--- src/rtl/mem_pkg.sv ---
// rtl/mem_pkg.sv - shared types, memory-map constants and size helper for the data-side router
package mem_pkg;

  typedef enum logic [1:0] {
    SZ_B  = 2'b00,
    SZ_H  = 2'b01,
    SZ_W  = 2'b10,
    SZ_RD = 2'b11
  } mem_size_t;

  typedef enum {R_IDLE, R_REQ, R_WAIT, R_RESP} router_state_t;

  // Current memory map: program/data RAM in the low 1 MiB, video RAM page, keyboard register
  localparam logic [31:0] MAP_RAM_BASE   = 32'h0000_0000;
  localparam logic [31:0] MAP_RAM_MASK   = 32'hFFF0_0000;
  localparam logic [31:0] MAP_VIDEO_BASE = 32'hF000_0000;
  localparam logic [31:0] MAP_VIDEO_MASK = 32'hFFFF_F000;
  localparam logic [31:0] MAP_KBD_BASE   = 32'hFFFF_FFFF;
  localparam logic [31:0] MAP_KBD_MASK   = 32'hFFFF_FFFF;

  // Allowed-size masks: bit k set means size code k is permitted
  localparam logic [3:0] SZ_OK_ALL       = 4'hF;
  localparam logic [3:0] SZ_OK_BYTE_ONLY = 4'h1;
  localparam logic [3:0] SZ_OK_READ_ONLY = 4'h8;

  function automatic logic size_allowed(input logic [3:0] ok_bits, input logic [1:0] size);
    return ok_bits[size];
  endfunction

endpackage

--- src/rtl/mem_region_router_decoder.sv ---
// rtl/mem_region_router_decoder.sv - priority address decoder with per-region size legality
module region_decoder
  import mem_pkg::*;
#(
  parameter int                      N_REG     = 4,
  parameter int                      ADDR_W    = 32,
  parameter int                      IDX_W     = (N_REG > 1) ? $clog2(N_REG) : 1,
  parameter logic [N_REG*ADDR_W-1:0] REG_BASE  = '0,
  parameter logic [N_REG*ADDR_W-1:0] REG_MASK  = '0,
  parameter logic [N_REG*4-1:0]      REG_SZ_OK = {N_REG{4'hF}}
) (
  input  logic [ADDR_W-1:0] addr,
  input  logic [1:0]        size,
  output logic              hit,
  output logic [IDX_W-1:0]  idx,
  output logic              legal
);

  logic [3:0] sz_bits;

  // Scan from the top index down so the lowest hitting region overwrites the rest
  always_comb begin
    hit     = 1'b0;
    idx     = '0;
    sz_bits = '0;
    for (int i = N_REG - 1; i >= 0; i--) begin
      if ((addr & REG_MASK[i*ADDR_W +: ADDR_W]) == REG_BASE[i*ADDR_W +: ADDR_W]) begin
        hit     = 1'b1;
        idx     = IDX_W'(i);
        sz_bits = REG_SZ_OK[i*4 +: 4];
      end
    end
    legal = hit && size_allowed(sz_bits, size);
  end

endmodule

--- src/rtl/mem_region_router.sv ---
// rtl/mem_region_router.sv - CPU data port router to N targets with one outstanding access and timeout
module mem_region_router
  import mem_pkg::*;
#(
  parameter int                      N_REG     = 4,
  parameter int                      ADDR_W    = 32,
  parameter int                      DATA_W    = 32,
  parameter int                      TMO_CYC   = 255,
  parameter logic [N_REG*ADDR_W-1:0] REG_BASE  = '0,
  parameter logic [N_REG*ADDR_W-1:0] REG_MASK  = '0,
  parameter logic [N_REG*4-1:0]      REG_SZ_OK = {N_REG{4'hF}}
) (
  input  logic                    CLK_CPU,
  input  logic                    resetp,
  input  logic                    req_valid,
  output logic                    req_ready,
  input  logic [ADDR_W-1:0]       req_addr,
  input  logic [1:0]              req_size,
  input  logic [DATA_W-1:0]       req_wdata,
  output logic                    rsp_valid,
  output logic [DATA_W-1:0]       rsp_rdata,
  output logic                    rsp_err,
  output logic [N_REG-1:0]        tgt_req_valid,
  input  logic [N_REG-1:0]        tgt_req_ready,
  output logic [ADDR_W-1:0]       tgt_addr,
  output logic [1:0]              tgt_size,
  output logic [DATA_W-1:0]       tgt_wdata,
  input  logic [N_REG-1:0]        tgt_rsp_valid,
  input  logic [N_REG*DATA_W-1:0] tgt_rsp_rdata
);

  localparam int IDX_W = (N_REG > 1) ? $clog2(N_REG) : 1;
  localparam int CNT_W = $clog2(TMO_CYC + 1);
  localparam logic [CNT_W-1:0] CNT_MAX  = CNT_W'(TMO_CYC);
  localparam logic [CNT_W-1:0] TMO_LAST = CNT_W'(TMO_CYC - 1);

  router_state_t     state, state_nx;
  logic [IDX_W-1:0]  idx_q;
  logic [IDX_W-1:0]  dec_idx;
  logic              dec_hit, dec_legal;
  logic [CNT_W-1:0]  cnt;
  logic              sel_ready, sel_rsp, tmo_hit, done_ok;
  logic [DATA_W-1:0] sel_rdata;

  region_decoder #(
    .N_REG    (N_REG),
    .ADDR_W   (ADDR_W),
    .IDX_W    (IDX_W),
    .REG_BASE (REG_BASE),
    .REG_MASK (REG_MASK),
    .REG_SZ_OK(REG_SZ_OK)
  ) u_decoder (
    .addr (req_addr),
    .size (req_size),
    .hit  (dec_hit),
    .idx  (dec_idx),
    .legal(dec_legal)
  );

  // Only the latched target's handshake and data are ever looked at
  assign sel_ready = tgt_req_ready[idx_q];
  assign sel_rsp   = tgt_rsp_valid[idx_q];
  assign sel_rdata = tgt_rsp_rdata[idx_q*DATA_W +: DATA_W];
  assign tmo_hit   = (cnt == TMO_LAST);

  // State register
  always_ff @(posedge CLK_CPU) begin
    if (resetp) state <= R_IDLE;
    else        state <= state_nx;
  end

  // Next-state logic; a real response in the same cycle as the timeout wins
  always_comb begin
    state_nx = state;
    done_ok  = 1'b0;
    case (state)
      R_IDLE: begin
        if (req_valid) state_nx = (dec_hit && dec_legal) ? R_REQ : R_RESP;
      end
      R_REQ: begin
        if (sel_ready && sel_rsp) begin
          state_nx = R_RESP;
          done_ok  = 1'b1;
        end else if (tmo_hit) begin
          state_nx = R_RESP;
        end else if (sel_ready) begin
          state_nx = R_WAIT;
        end
      end
      R_WAIT: begin
        if (sel_rsp) begin
          state_nx = R_RESP;
          done_ok  = 1'b1;
        end else if (tmo_hit) begin
          state_nx = R_RESP;
        end
      end
      R_RESP:  state_nx = R_IDLE;
      default: state_nx = R_IDLE;
    endcase
  end

  // Handshake outputs decoded from the current state
  always_comb begin
    req_ready     = (state == R_IDLE);
    rsp_valid     = (state == R_RESP);
    tgt_req_valid = '0;
    if (state == R_REQ) tgt_req_valid[idx_q] = 1'b1;
  end

  // Request latch, saturating timeout counter and held response registers
  always_ff @(posedge CLK_CPU) begin
    if (resetp) begin
      tgt_addr  <= '0;
      tgt_size  <= '0;
      tgt_wdata <= '0;
      idx_q     <= '0;
      cnt       <= '0;
      rsp_rdata <= '0;
      rsp_err   <= 1'b0;
    end else begin
      case (state)
        R_IDLE: begin
          if (req_valid) begin
            tgt_addr  <= req_addr;
            tgt_size  <= req_size;
            tgt_wdata <= req_wdata;
            idx_q     <= dec_idx;
            cnt       <= '0;
            if (!(dec_hit && dec_legal)) begin
              rsp_err   <= 1'b1;
              rsp_rdata <= '0;
            end
          end
        end
        R_REQ, R_WAIT: begin
          if (cnt != CNT_MAX) cnt <= cnt + 1'b1;
          if (state_nx == R_RESP) begin
            rsp_err   <= ~done_ok;
            rsp_rdata <= (done_ok && tgt_size == SZ_RD) ? sel_rdata : '0;
          end
        end
        default: ;
      endcase
    end
  end

endmodule

--- config.mk ---
export PLATFORM = sky130hd
export DESIGN_NAME = mem_region_router
export DESIGN_NICKNAME = d
export VERILOG_FILES = /design/src/rtl/mem_pkg.sv /design/src/rtl/mem_region_router_decoder.sv /design/src/rtl/mem_region_router.sv
export SDC_FILE = /design/constraint.sdc
export NUM_CORES = 1
export LEC_CHECK = 0
export BUFFER_PORTS_ARGS = -buffer_cell sky130_fd_sc_hd__buf_2
export CAP_MARGIN = 20
export CORE_AREA = 2 2 121 123
export CTS_BUF_LIST = sky130_fd_sc_hd__clkbuf_16
export CTS_CLUSTER_SIZE = 16
export DETAILED_ROUTE_END_ITERATION = 16
export DIE_AREA = 0 0 123 125
export GPL_TIMING_DRIVEN = 1
export PLACE_DENSITY = 0.65
export REMOVE_ABC_BUFFERS = 1
export SKIP_CTS_REPAIR_TIMING = 1
export SLEW_MARGIN = 20
export SYNTH_ARGS = -nofsm -noshare
export SYNTH_HDL_FRONTEND = slang
export SYNTH_SLANG_ARGS = --single-unit
--- constraint.sdc ---
create_clock -name CLK_CPU -period 3.5 [get_ports CLK_CPU]
set_clock_uncertainty 0.15 [all_clocks]
set_input_delay 0.875 -clock CLK_CPU [delete_from_list [all_inputs] [get_ports CLK_CPU]]
set_output_delay 0.875 -clock CLK_CPU [all_outputs]
set_load 0.005 [all_outputs]
# [Yosys cells after proc, flatten, opt, wreduce, memory -nomap -nowiden]
# Cells that the tools add are included.
[totals] mem_bits_ro=0 out_inout_bits=105 reg_bits=139 input_bits=205 ramBits=0 memories=0 latch_bits=0 word_cells=57
[op_classes] eq_ne=12 n_mux=26 div=0 n_lt_le_gt_ge=1 n_mul=0 n_shift=0 reduce_logical=9 bitwise_logic=1 n_addsub=1
[ops] cell="$mux 32" count=10
[ops] cell="$pmux 32 s3" count=1
[ops] cell="$eq 32x2->1 const B" count=2
[ops] cell="$eq 32x3->1 const B" count=2
[ops] cell="$logic_not 32->1" count=2
[ops] cell="$pmux 32 s2" count=1
[ops] cell="$eq 32x1->1 const B" count=1
[ops] cell="$mux 8" count=2
[ops] cell="$pmux 8 s2" count=1
[ops] cell="$add 8x1->8 const B" count=1
[ops] cell="$eq 8x8->1 const B" count=1
[ops] cell="$ne 2x2->1 const B" count=4
[ops] cell="$ne 8x8->1 const B" count=1
[ops] cell="$mux 1" count=7
[ops] cell="$pmux 1 s2" count=2
[ops] cell="$reduce_and 4->1" count=1
[ops] cell="$lt 2x3->1 const B" count=1
[ops] cell="$reduce_and 3->1" count=1
[ops] cell="$bmux 1 s2" count=1
[ops] cell="$eq 2x2->1 const B" count=1
[ops] cell="$logic_and 1x1->1" count=2
[ops] cell="$mux 2" count=1
[ops] cell="$reduce_and 2->1" count=1
[ops] cell="$reduce_bool 2->1" count=1
[ops] cell="other kinds (2)" count=2

# [Logic depth before layout (Yosys ltp)]
[depth] word_depth=8 ltp_mapped=8 ltp_nobuf=7

# [Cells and area by module]
# A second synthesis with hierarchy kept.
[hier_totals] hier_cells=584 hier_area_um2=5875.6
[by_module_without_submodules] mod="mem_region_router" area_per_inst_um2=5838.1 cells_per_inst=578 instances=1
[by_module_without_submodules] mod="region_decoder" area_per_inst_um2=37.5 cells_per_inst=6 instances=1

# [Worst setup path after synthesis]
# OpenSTA, ideal clock, no wires.
[synth_path] path_kind="reg-to-output" startpoint="register state[5]" endpoint="output req_ready" path_stages_with_launch=6 t_arrival_ps=1343 n_path_buf=1 setup_slack_ps=1132 required_ps=2475 cell_sequence="dfxtp_1 nor4_1 nand4_2 or2_0 buf_2 nor3_1"
[synth_between] elab_chain_cells=1
[synth_lines] item="from (decl)" line_no="mem_region_router.sv:37" text="router_state_t state, state_nx;"
[synth_lines] item="from (signal assigned)" line_no="mem_region_router.sv:69" text="else state <= state_nx;"
[synth_lines] item="$logic_not 32->1" line_no="mem_region_router.sv:105" text="req_ready = (state == R_IDLE);"
[synth_lines] item="to (decl)" line_no="mem_region_router.sv:16" text="output logic req_ready,"
# No other way between the ends.

# [Worst setup path in the final report]
# Ends and elaborated chain as after synthesis.

==> impl_metrics.toml <==
[run_status]
status = "finished, final reports clean"

[global_routing]
grt_max_degree = 47
grt.total_usage_pct = 13.30
antenna_found_initial = 0
first_global_vias = 3613
overflow = 0
grt_pass1_wl_um = 16110

[floorplan]
start_util_pct = 32.69
die_width_um = 123
std_cell_rows = 44
core_um2 = 14200
die_y_um = 125
dieArea_um2 = 15380
boundaryPins = 310

[clock_network]
clockRootBuffer = "clkbuf_16"
cts-buffers-inserted = 17
h-tree-depth = 4
clock_latency_ns = 0.41
clockBufferDepth = 2
path_clk_slew_ns = 0.06
tritoncts = "built"
clkSinkCount = 139

[synthesis]
ys_top_cells_by_area = "dfxtp_1, mux2i_1, a22o_1, nor2_1, buf_2"
synth_seq_cells = 139
ys_warn_count = 0
synth_largest_area_cell = "dfxtp_1"
syn_avg_cell_area_um2 = 11.30
yosysSeqAreaShare_pct = 59.93
post_synth_num_cell_types = 40
synth_area_um2 = 4643
synth_cells = 411
netlist.area_leader.share_pct = 59.93

[timing]
tightest_slew_ns = 0.8963
rsz0062_at_grt = "no"
drv_slew = 0
finalHoldViolCount = 0
fmax_ghz = 0.3169
finalCritPeriodShare_pct = 90.16
finalWorstSetupSlack_ns = 0.3446
slew_headroom_pct = 40.25
hold_ws_ns = 0.3255
period_minus_slack_ns = 3.155
setup_viol = 0

[routing]
drt_iter0_markers = 89
drtPass1Iterations = 4
wirelength_um = 10180
drc = 0
ant_nets = 0
num_vias = 3746
wire_per_inst_um = 12.13
vias_per_cell = 4.465

[placement]
hpwl_um = 7382
place_ws_ns = 0.7521
io_buffers = 204
dp_cells = 807
gp_congestion = 0.7669

[critical_path]
worst_r2r_path_depth = 6
path_class = "reg2out"
cp.arrival_ns = 2.13
required_ns = 2.47
cp_max_fo = 9
critPathCaptureType = "primary output"
crit_path_start_kind = "register"

[power_and_ir_drop]
total_power_mw = 3.307
p_per_area_nw_per_um2 = 508.2
leakagePower_nw = 2.968
peakVddDrop_mv = 0.3176

[final_layout]
most-common-layout-cells = "buf_2, dfxtp_1, nor2_1"
layout.cells.most_common = "buf_2"
final_core_util_pct = 45.82
instances_no_fill = 839
antenna_cells = 0
drive_gt1_share_pct = 38.02
area_delta_synth_final_pct = 40.15
fin_nets = 849

[flow_run]
drv_cap = 0

[min_path]
hold_class = "reg2reg"
holdPathStages = 1
-- final cells by class --
class,count,area [µm²]
Clock buffer,17,425.4
Clock inverter,15,113.9
Fill cell,1327,7696
Inverter,2,7.507
Multi-Input combinational cell,273,1852
Sequential cell,139,2783
Tap cell,184,230.2
Timing Repair Buffer,209,1096
-- power breakdown --
group / leakage, nW / internal, mW / switching [mW]
logic: 1.57 / 0.0471 / 0.0462
clock network: 0.266 / 0.916 / 0.691
registers: 1.13 / 1.60 / 0.00562
total: 2.97 / 2.56 / 0.743
-- per-layer routing --
layer,track usage [%],up-vias,routed length (µm)
met4,6.818,0,238
met3,4.836,21,943
met1,14.85,1690,4337
met5,0,-,0
li1,-,1880,-
met2,22.03,155,4661
-- cell usage after synthesis --
library cell	number
a31oi_1	1
and3_1	3
a211oi_1	2
clkbuf_1	13
a21bo_2	1
a21o_1	2
nor4_2	3
buf_4	3
and4_1	1
nand3_1	3
and2_1	1
nand2b_1	2
or3_1	1
nor2_1	72
nand2_1	4
nand4_1	2
a21oi_1	6
nor4_1	5
a2111oi_0	5
inv_1	2
o21ai_0	1
or4b_1	1
mux2i_1	66
conb_1	1
or2_2	1
a21boi_0	1
or2_0	1
nand4_2	2
xnor2_1	4
a311oi_1	1
nand3b_1	1
o32a_1	1
o2bb2ai_1	1
nor2b_1	2
a22o_1	32
ha_1	2
buf_2	13
dfxtp_1	139
nor3_2	1
nor3_1	8
-- final timing paths --
kind	end	slack [ns]	from
max reg2reg	tgt_wdata[0]$_SDFFE_PP0P_	0.99	state[5]$_SDFF_PP0_
min	rsp_rdata[3]$_SDFFE_PP0P_	0.33	rsp_rdata[3]$_SDFFE_PP0P_
max	req_ready	0.34	state[5]$_SDFF_PP0_
min reg2reg	rsp_rdata[3]$_SDFFE_PP0P_	0.33	rsp_rdata[3]$_SDFFE_PP0P_
-- critical path, cell delays in order, from the launching register on --
cell     delay [ns]
dfxtp_1        0.30
nor4_1         0.35
nand4_2        0.30
or2_0          0.45
nor3_1         0.19
buf_2          0.14
-- flip-flops by register name, summed over array words and instances (netlist names) --
signal	cells
rsp_err	1
rsp_rdata	32
tgt_size	2
tgt_addr	32
tgt_wdata	32
cnt	8
state	32
-- cell families after synthesis --
| kind of cell | after synthesis | share of synthesized area [%] |
|---|---|---|
| AO/OA/AOI/OAI | 54 | 9.485 |
| multiplexers | 66 | 14.23 |
| AND/OR/NAND/NOR | 114 | 11.88 |
| adder cells (fa/ha/maj) | 2 | 0.5389 |
| buffers and inverters | 31 | 3.099 |
| flip-flops | 139 | 59.93 |
| XOR/XNOR | 4 | 0.7544 |
| other | 1 | 0.08076 |
-- per-stage QoR --
step	instance area (µm²)	setup TNS, ns
6_report	6507	0
2_1_floorplan	4627	-349.15
3_3_place_gp	5968	0
3_5_place_dp	5968	0
5_1_grt	6507	0
4_1_cts	6507	0
Note: power is estimated with default switching activity, not from simulation.
